## config.mk

```make
export PLATFORM = sky130hd
export DESIGN_NAME = hardcloud_kernel_ctrl
export DESIGN_NICKNAME = d
export VERILOG_FILES = /design/src/rtl/hardcloud_kernel_pkg.sv /design/src/rtl/hardcloud_done_join.sv /design/src/rtl/hardcloud_kernel_ctrl.sv
export SDC_FILE = /design/constraint.sdc
export NUM_CORES = 1
export LEC_CHECK = 0
export ABC_AREA = 1
export CORE_ASPECT_RATIO = 1.5
export CORE_MARGIN = 2
export CORE_UTILIZATION = 48
export DETAILED_ROUTE_END_ITERATION = 12
export PLACE_DENSITY = 0.84
export SETUP_SLACK_MARGIN = 0.3
export SLEW_MARGIN = 20
export SYNTH_ARGS = -nofsm -noshare
export SYNTH_HDL_FRONTEND = slang
export SYNTH_SLANG_ARGS = --single-unit
```

## constraint.sdc

```tcl
create_clock -name aclk -period 7.6 [get_ports aclk]
set_clock_uncertainty 0.15 [all_clocks]
set_input_delay 1.14 -clock aclk [delete_from_list [all_inputs] [get_ports aclk]]
set_output_delay 1.14 -clock aclk [all_outputs]
set_load 0.1 [all_outputs]
```

## src/rtl/hardcloud_kernel_pkg.sv

```systemverilog
// Shared types and default widths for the hardcloud kernel sequencer.
package hardcloud_kernel_pkg;

  localparam int unsigned HK_ADDR_WIDTH  = 64;
  localparam int unsigned HK_SIZE_WIDTH  = 32;
  localparam int unsigned HK_PASS_WIDTH  = 32;
  localparam int unsigned HK_CYCLE_WIDTH = 64;

  typedef enum logic [1:0] {
    IDLE   = 2'd0,
    LAUNCH = 2'd1,
    WAIT   = 2'd2,
    DONE   = 2'd3
  } state_e;

endpackage

```

## src/rtl/hardcloud_done_join.sv

```systemverilog
// Sticky two-input completion join: both_done holds once each engine has reported.
module hardcloud_done_join (
  input  logic aclk,
  input  logic areset,
  input  logic clear,
  input  logic rd_done,
  input  logic wr_done,
  output logic both_done
);

  logic rd_flag;
  logic wr_flag;

  always_ff @(posedge aclk or posedge areset) begin
    if (areset) begin
      rd_flag <= 1'b0;
      wr_flag <= 1'b0;
    end else if (clear) begin
      rd_flag <= 1'b0;
      wr_flag <= 1'b0;
    end else begin
      rd_flag <= rd_flag | rd_done;
      wr_flag <= wr_flag | wr_done;
    end
  end

  // Same-cycle completions count without waiting for the flags to settle.
  assign both_done = (rd_flag | rd_done) & (wr_flag | wr_done);

endmodule

```

## src/rtl/hardcloud_kernel_ctrl.sv

```systemverilog
// Kernel sequencer: runs scalar01 passes of paired read/write engine launches.
// Optional HARDCLOUD_KERNEL_CYCLE_COUNT_EN adds a 64-bit busy-cycle counter output.
module hardcloud_kernel_ctrl
  import hardcloud_kernel_pkg::*;
#(
  parameter int unsigned C_ADDR_WIDTH = HK_ADDR_WIDTH,
  parameter int unsigned C_SIZE_WIDTH = HK_SIZE_WIDTH,
  parameter int unsigned C_PASS_WIDTH = HK_PASS_WIDTH
) (
  input  logic                    aclk,
  input  logic                    areset,
  input  logic                    ap_start,
  output logic                    ap_idle,
  output logic                    ap_done,
  input  logic [C_SIZE_WIDTH-1:0] scalar00,
  input  logic [C_PASS_WIDTH-1:0] scalar01,
  input  logic [C_ADDR_WIDTH-1:0] axi00_ptr0,
  input  logic [C_ADDR_WIDTH-1:0] axi01_ptr0,
  output logic                    rd_start,
  output logic [C_ADDR_WIDTH-1:0] rd_addr,
  output logic [C_SIZE_WIDTH-1:0] rd_size,
  input  logic                    rd_done,
  output logic                    wr_start,
  output logic [C_ADDR_WIDTH-1:0] wr_addr,
  output logic [C_SIZE_WIDTH-1:0] wr_size,
  input  logic                    wr_done
`ifdef HARDCLOUD_KERNEL_CYCLE_COUNT_EN
  ,
  output logic [HK_CYCLE_WIDTH-1:0] cycle_count
`endif
);

  state_e                  state, state_d;
  logic                    ap_start_q;
  logic [C_SIZE_WIDTH-1:0] size_q, size_d;
  logic [C_PASS_WIDTH-1:0] passes_q, passes_d;
  logic [C_PASS_WIDTH-1:0] pass_cnt, pass_cnt_d;
  logic [C_ADDR_WIDTH-1:0] rd_addr_d, wr_addr_d;
  logic                    start_edge_c;
  logic                    join_clear_c;
  logic                    both_done_c;
  logic                    in_wait_c;

  assign start_edge_c = ap_start & ~ap_start_q & (state == IDLE);
  assign in_wait_c    = (state == WAIT);

  hardcloud_done_join u_join (
    .aclk      (aclk),
    .areset    (areset),
    .clear     (join_clear_c),
    .rd_done   (rd_done & in_wait_c),
    .wr_done   (wr_done & in_wait_c),
    .both_done (both_done_c)
  );

  // Next-state and next-register values.
  always_comb begin
    state_d      = state;
    size_d       = size_q;
    passes_d     = passes_q;
    pass_cnt_d   = pass_cnt;
    rd_addr_d    = rd_addr;
    wr_addr_d    = wr_addr;
    join_clear_c = 1'b0;
    case (state)
      IDLE: begin
        if (start_edge_c) begin
          size_d       = scalar00;
          passes_d     = scalar01;
          rd_addr_d    = axi00_ptr0;
          wr_addr_d    = axi01_ptr0;
          pass_cnt_d   = '0;
          join_clear_c = 1'b1;
          state_d      = ((scalar00 == '0) || (scalar01 == '0)) ? DONE : LAUNCH;
        end
      end
      LAUNCH: state_d = WAIT;
      WAIT: begin
        if (both_done_c) begin
          join_clear_c = 1'b1;
          pass_cnt_d   = pass_cnt + C_PASS_WIDTH'(1);
          rd_addr_d    = rd_addr + C_ADDR_WIDTH'(size_q);
          wr_addr_d    = wr_addr + C_ADDR_WIDTH'(size_q);
          state_d      = (pass_cnt_d == passes_q) ? DONE : LAUNCH;
        end
      end
      DONE:    state_d = IDLE;
      default: state_d = IDLE;
    endcase
  end

  always_ff @(posedge aclk or posedge areset) begin
    if (areset) begin
      state      <= IDLE;
      ap_start_q <= 1'b0;
      ap_idle    <= 1'b1;
      ap_done    <= 1'b0;
      rd_start   <= 1'b0;
      wr_start   <= 1'b0;
      rd_addr    <= '0;
      wr_addr    <= '0;
      size_q     <= '0;
      passes_q   <= '0;
      pass_cnt   <= '0;
    end else begin
      state      <= state_d;
      ap_start_q <= ap_start;
      ap_idle    <= (state_d == IDLE);
      ap_done    <= (state_d == DONE);
      rd_start   <= (state_d == LAUNCH);
      wr_start   <= (state_d == LAUNCH);
      rd_addr    <= rd_addr_d;
      wr_addr    <= wr_addr_d;
      size_q     <= size_d;
      passes_q   <= passes_d;
      pass_cnt   <= pass_cnt_d;
    end
  end

  assign rd_size = size_q;
  assign wr_size = size_q;

`ifdef HARDCLOUD_KERNEL_CYCLE_COUNT_EN
  // Busy-cycle counter, restarted by each launch and frozen in IDLE.
  always_ff @(posedge aclk or posedge areset) begin
    if (areset) begin
      cycle_count <= '0;
    end else if (start_edge_c) begin
      cycle_count <= '0;
    end else if (state != IDLE) begin
      cycle_count <= cycle_count + HK_CYCLE_WIDTH'(1);
    end
  end
`endif

endmodule

```

Yosys cells after proc, flatten, opt, wreduce, memory -nomap -nowiden
Index checks and enable logic that the tools add are counted.
{ "op_classes": {"addsub": 3, "n_eq_ne": 8, "n_mux": 19, "bitwise_logic": 8, "n_reduce_logical": 8} }
{ "op_table": {"columns": ["cell", "n"], "rows": [
  ["64-bit 2-to-1 mux", 4],
  ["64-bit case mux with 2 select lines", 2],
  ["64-bit by 32-bit adder with 64-bit output", 2],
  ["32-bit zero test", 2],
  ["32-bit 2-to-1 mux", 2],
  ["32-bit case mux with 2 select lines", 1],
  ["32-bit by 1-bit adder with 32-bit output (second input constant)", 1],
  ["32-bit equality test", 1],
  ["2-bit 2-to-1 mux", 4],
  ["2-bit case mux with 4 select lines", 1],
  ["2-bit equality test (second input constant)", 3],
  ["1-bit bitwise AND", 5],
  ["2-bit by 1-bit equality test with 1-bit output (second input constant)", 2],
  ["2-bit zero test", 2],
  ["1-bit 2-to-1 mux", 4],
  ["2-bit != test (second input constant)", 2],
  ["3-bit AND reduction", 1],
  ["1-bit bitwise OR", 2],
  ["1-bit case mux with 2 select lines", 1],
  ["2-bit AND reduction", 1],
  ["2-bit nonzero test", 1],
  ["1-bit logical OR", 1],
  ["1-bit NOT", 1]
]} }
{ "totals": {"inputBits": 197, "output_inout_bits": 196, "register_bits": 232} }

Longest topological paths before layout
{ "depth": {"ltp_word": 7, "depth_mapped": 19, "ltp_nobuf": 19} }

By module
From an unflattened synthesis, not the netlist that was laid out.
{ "hier_totals": {"hier_cells": 2859, "hier_area_um2": 18007.3} }
{ "by_module_without_submodules": {"columns": ["module", "cells_each", "area_per_inst_um2", "instances", "seq_area_each_um2"], "rows": [
  ["hardcloud_kernel_ctrl", 2851, 17929.7, 1, 5756.8],
  ["hardcloud_done_join", 8, 77.6, 1, 50.0]
]} }

Worst setup path before layout
Ideal clock, no wire load.
{ "synth_path": {"path_kind": "reg-to-reg", "startpoint": "register size_q[1], in the netlist rd_size[1]", "endpoint": "register wr_addr[60]", "arrival_ns": 2.960, "path_stages_with_launch": 18, "synth_period_minus_slack_ns": 3.230, "path_buffers": 0, "required_ns": 7.330, "path_slack_ns": 4.370, "setup_time_ns": 0.120, "cell_sequence": "dfrtp_1 inv_1 fa_1 nand3b_1 nand2_1 nand3_1 nand2_1 nand2_1 nand2_1 nand2_1 a21oi_1 nand2_1 nand2_1 nand2_1 nand2_1 nand3_1 nand2_1 nand2_1"} }
{ "synth_between": {"elab_chain_len": 3} }
{ "synth_lines": {"columns": ["element", "line_no", "source"], "rows": [
  ["start: declaration", "hardcloud_kernel_ctrl.sv:35", "logic [C_SIZE_WIDTH-1:0] size_q, size_d;"],
  ["start signal: assignment", "hardcloud_kernel_ctrl.sv:114", "size_q <= size_d;"],
  ["64-bit by 32-bit adder with 64-bit output", "hardcloud_kernel_ctrl.sv:83", "wr_addr_d = wr_addr + C_ADDR_WIDTH'(size_q);"],
  ["64-bit 2-to-1 mux", "hardcloud_kernel_ctrl.sv:79", "if (both_done_c) begin"],
  ["64-bit case mux with 2 select lines", "hardcloud_kernel_ctrl.sv:65", "case (state)"],
  ["end signal: assignment", "hardcloud_kernel_ctrl.sv:113", "wr_addr <= wr_addr_d;"],
  ["end: declaration", "hardcloud_kernel_ctrl.sv:24", "output logic [C_ADDR_WIDTH-1:0] wr_addr,"]
]} }
Every way passes these cells. The select of a mux whose other input is x is not followed.
A chain may end at the register's enable or synchronous reset.

Final worst setup path
{ "layout_path": {"startpoint": "register size_q[21], in the netlist rd_size[21]", "endpoint": "output wr_size[21]"} }
{ "layout_rtl": {"columns": ["element", "line_no", "source"], "rows": [
  ["end: declaration", "hardcloud_kernel_ctrl.sv:25", "output logic [C_SIZE_WIDTH-1:0] wr_size,"]
]} }
No word-level cell between the ends.

==> impl_metrics.csv <==
group,metric,value,unit
floorplanning,die_w,165,um
logic_synthesis,yosysMostFrequentCell,"nand2_1",
clock_network,cts_sinks,232,
logic_synthesis,yosys_warnings,0,
grt,grt_pass1_vias,20200,
run,cap_violations,0,
worst_setup_path,crit_required,6.31,ns
floorplanning,die_h,245,um
placed_design,place_hpwl,55100,um
sta,setup_viol,0,
logic_synthesis,synth-main-ff-cell,"dfrtp_1",
grt,grt_usage,0.346,
clock_network,cts-resized-gates,0,
clock_network,clockBufferDepth,3,
sta,max_freq,258,MHz
clock_network,clk_pin_slew,0.07,ns
placed_design,gp_congestion,1.03,
sta,relSlewSlack,0.259,
floorplanning,core,38300,um^2
sta,grt_setup_unrepaired,"false",
logic_synthesis,synthArstFlopShare,1.00,
clock_network,holdBufCountCts,0,
drt,first_pass_iters,6,
floorplanning,rows,88,
layout,fillCellCount,3614,
worst_setup_path,cp-end-kind,"output pin",
layout,stdcell_count,3796,
status,status,"complete, no violations",
worst_setup_path,cpPeakStageDelay,1.26,ns
logic_synthesis,synth_area,18600,um^2
drt,drt_iter0_drc,1778,
logic_synthesis,ys_seq_area_frac,0.313,
logic_synthesis,synth_cell_type_count,45,
layout,final_util,0.613,
worst_setup_path,crit_buf_inv,1,
worst_hold_path,hold_class,"reg -> reg",
logic_synthesis,synth_common_cells,"nand2_1 (933), inv_1 (425), nor2_1 (335), o21ai_0 (235), dfrtp_1 (231)",
clock_network,cts_tree,"yes",
worst_setup_path,arrival,2.58,ns
clock_network,h-tree-depth,1,
worst_setup_path,critPathTopFamily,"buffers and inverters",
logic_synthesis,synth-seq-cells,232,
clock_network,worst_skew_pair.late_latency,0.58,ns
clock_network,root_buffer,"clkbuf_16",
grt,antenna_found_initial,2,
sta,drv_slew,0,
placed_design,dp.cells,3749,
drt,ant_nets,0,
drt,drc_errors,0,
grt,grt_pass1_wl,108000,um
worst_setup_path,worstPathMaxFanout,5,
floorplanning,start_util,0.485,
layout,drive_above_1_share,0.0233,
clock_network,postCtsSetupBuffers,0,
logic_synthesis,syn_avg_cell_area,6.27,um^2
worst_setup_path,critical_path.cell_chain,"clkdlybuf4s50_1",
grt,grt_max_degree,107,
clock_network,cts_buffers,25,
sta,fin_hold_ws,0.370,ns
logic_synthesis,synth_area_leaders,"dfrtp_1 (31%), nand2_1 (19%), inv_1 (8.6%)",
worst_setup_path,rrSetupSlack,3.75,ns
drt,vias,20800,
worst_setup_path,start_kind,"flip-flop",
floorplanning,die_area,40300,um^2
layout,nNetsFinal,3545,
logic_synthesis,synth_edf_count,0,
worst_setup_path,crit_type,"reg -> out",
sta,tightest_slew,1.11,ns
sta,finalCritPeriodShare,0.510,
logic_synthesis,syn_nets,3225,
sta,hold_viol,0,
logic_synthesis,netlist.area_leader.share,0.311,
grt,grt_overflow,0,
layout,syn2layout_area_growth,26.4,%
drt,via_per_inst,5.48,
sta,min_period,3.87,ns
sta,setup-tns-final,0,ns
logic_synthesis,yosysTopAreaCell,"dfrtp_1",
floorplanning,pin_count,393,
worst_setup_path,worst_path_max_delay_cell,"clkdlybuf4s50_1",
placed_design,io_buffer_count,392,
logic_synthesis,synthCells,2961,
drt,wl_per_cell,18.5,um
drt,drt_wl_total,70200,um
[cells in the final DEF (no fill, tap or decap), types with 42 or more instances in the layout]
cell | synthesis | layout
nand2_1 | 933 | 931
nor2_1 | 335 | 335
inv_1 | 425 | 424
dfrtp_1 | 231 | 231
o21ai_0 | 235 | 235
a21oi_1 | 141 | 141
clkdlybuf4s50_1 | 0 | 392
nand3_1 | 157 | 157
nor3_1 | 56 | 56
nand4_1 | 42 | 42
ha_1 | 65 | 65
[worst paths after layout]
check	endpoint	start	depth (start not counted)
setup / recovery	wr_size[21]	rd_size[21]	1
hold / removal	passes_q[28]	passes_q[28]	2
setup reg to reg	wr_addr[20]	state[1]	11
hold reg to reg	passes_q[28]	passes_q[28]	2
max in group asynchronous	wr_addr[53]	areset	4
min in group asynchronous	passes_q[3]	areset	2
[per-stage QoR]
step | instance area [um^2] | setup slack, ns
finish | 23500 | 3.73
global route | 23500 | 3.41
CTS | 23500 | 3.74
detailed placement | 22600 | 3.26
global placement | 22600 | 3.35
floorplan | 18600 | 3.27
[cells by family (layout without fill, tap and decap cells)]
group,after synthesis,after routing,share of synthesized area
flops,232,232,0.313
simple gates,1577,1577,0.349
buf+inv,537,876,0.118
xor+xnor,43,43,0.0225
compound gates,498,498,0.147
fa+ha+maj,67,67,0.0460
other cells,0,1,0
mux,7,7,0.00404
[area by class of cell]
| class | instances | area [um^2] | area share |
|---|---|---|---|
| antenna | 1 | 2.50 | 0.000107 |
| tap | 495 | 619 | 0.0264 |
| sequential | 232 | 5810 | 0.247 |
| multi-input combinational | 2192 | 10600 | 0.451 |
| inverter | 427 | 1610 | 0.0686 |
| clock buffer | 35 | 713 | 0.0304 |
| timing repair buffer | 403 | 4020 | 0.171 |
| clock inverter | 11 | 121 | 0.00517 |
[state kept, by name (all words and copies together), names as in the netlist, 2 cells and up]
name      flops
pass_cnt     32
passes_q     32
rd_addr      64
rd_size      32
state         2
wr_addr      64
[layer usage]
metal | global-route usage | vias up | wire [um]
li1 | - | 10100 | -
met1 | 0.396 | 9404 | 25400
met2 | 0.586 | 1018 | 33400
met3 | 0.0448 | 284 | 5240
met4 | 0.258 | 2 | 6130
met5 | 0 | - | 13
Power is not shown: default switching activity piles up to over one toggle a cycle in this logic, so the estimate is an artifact.
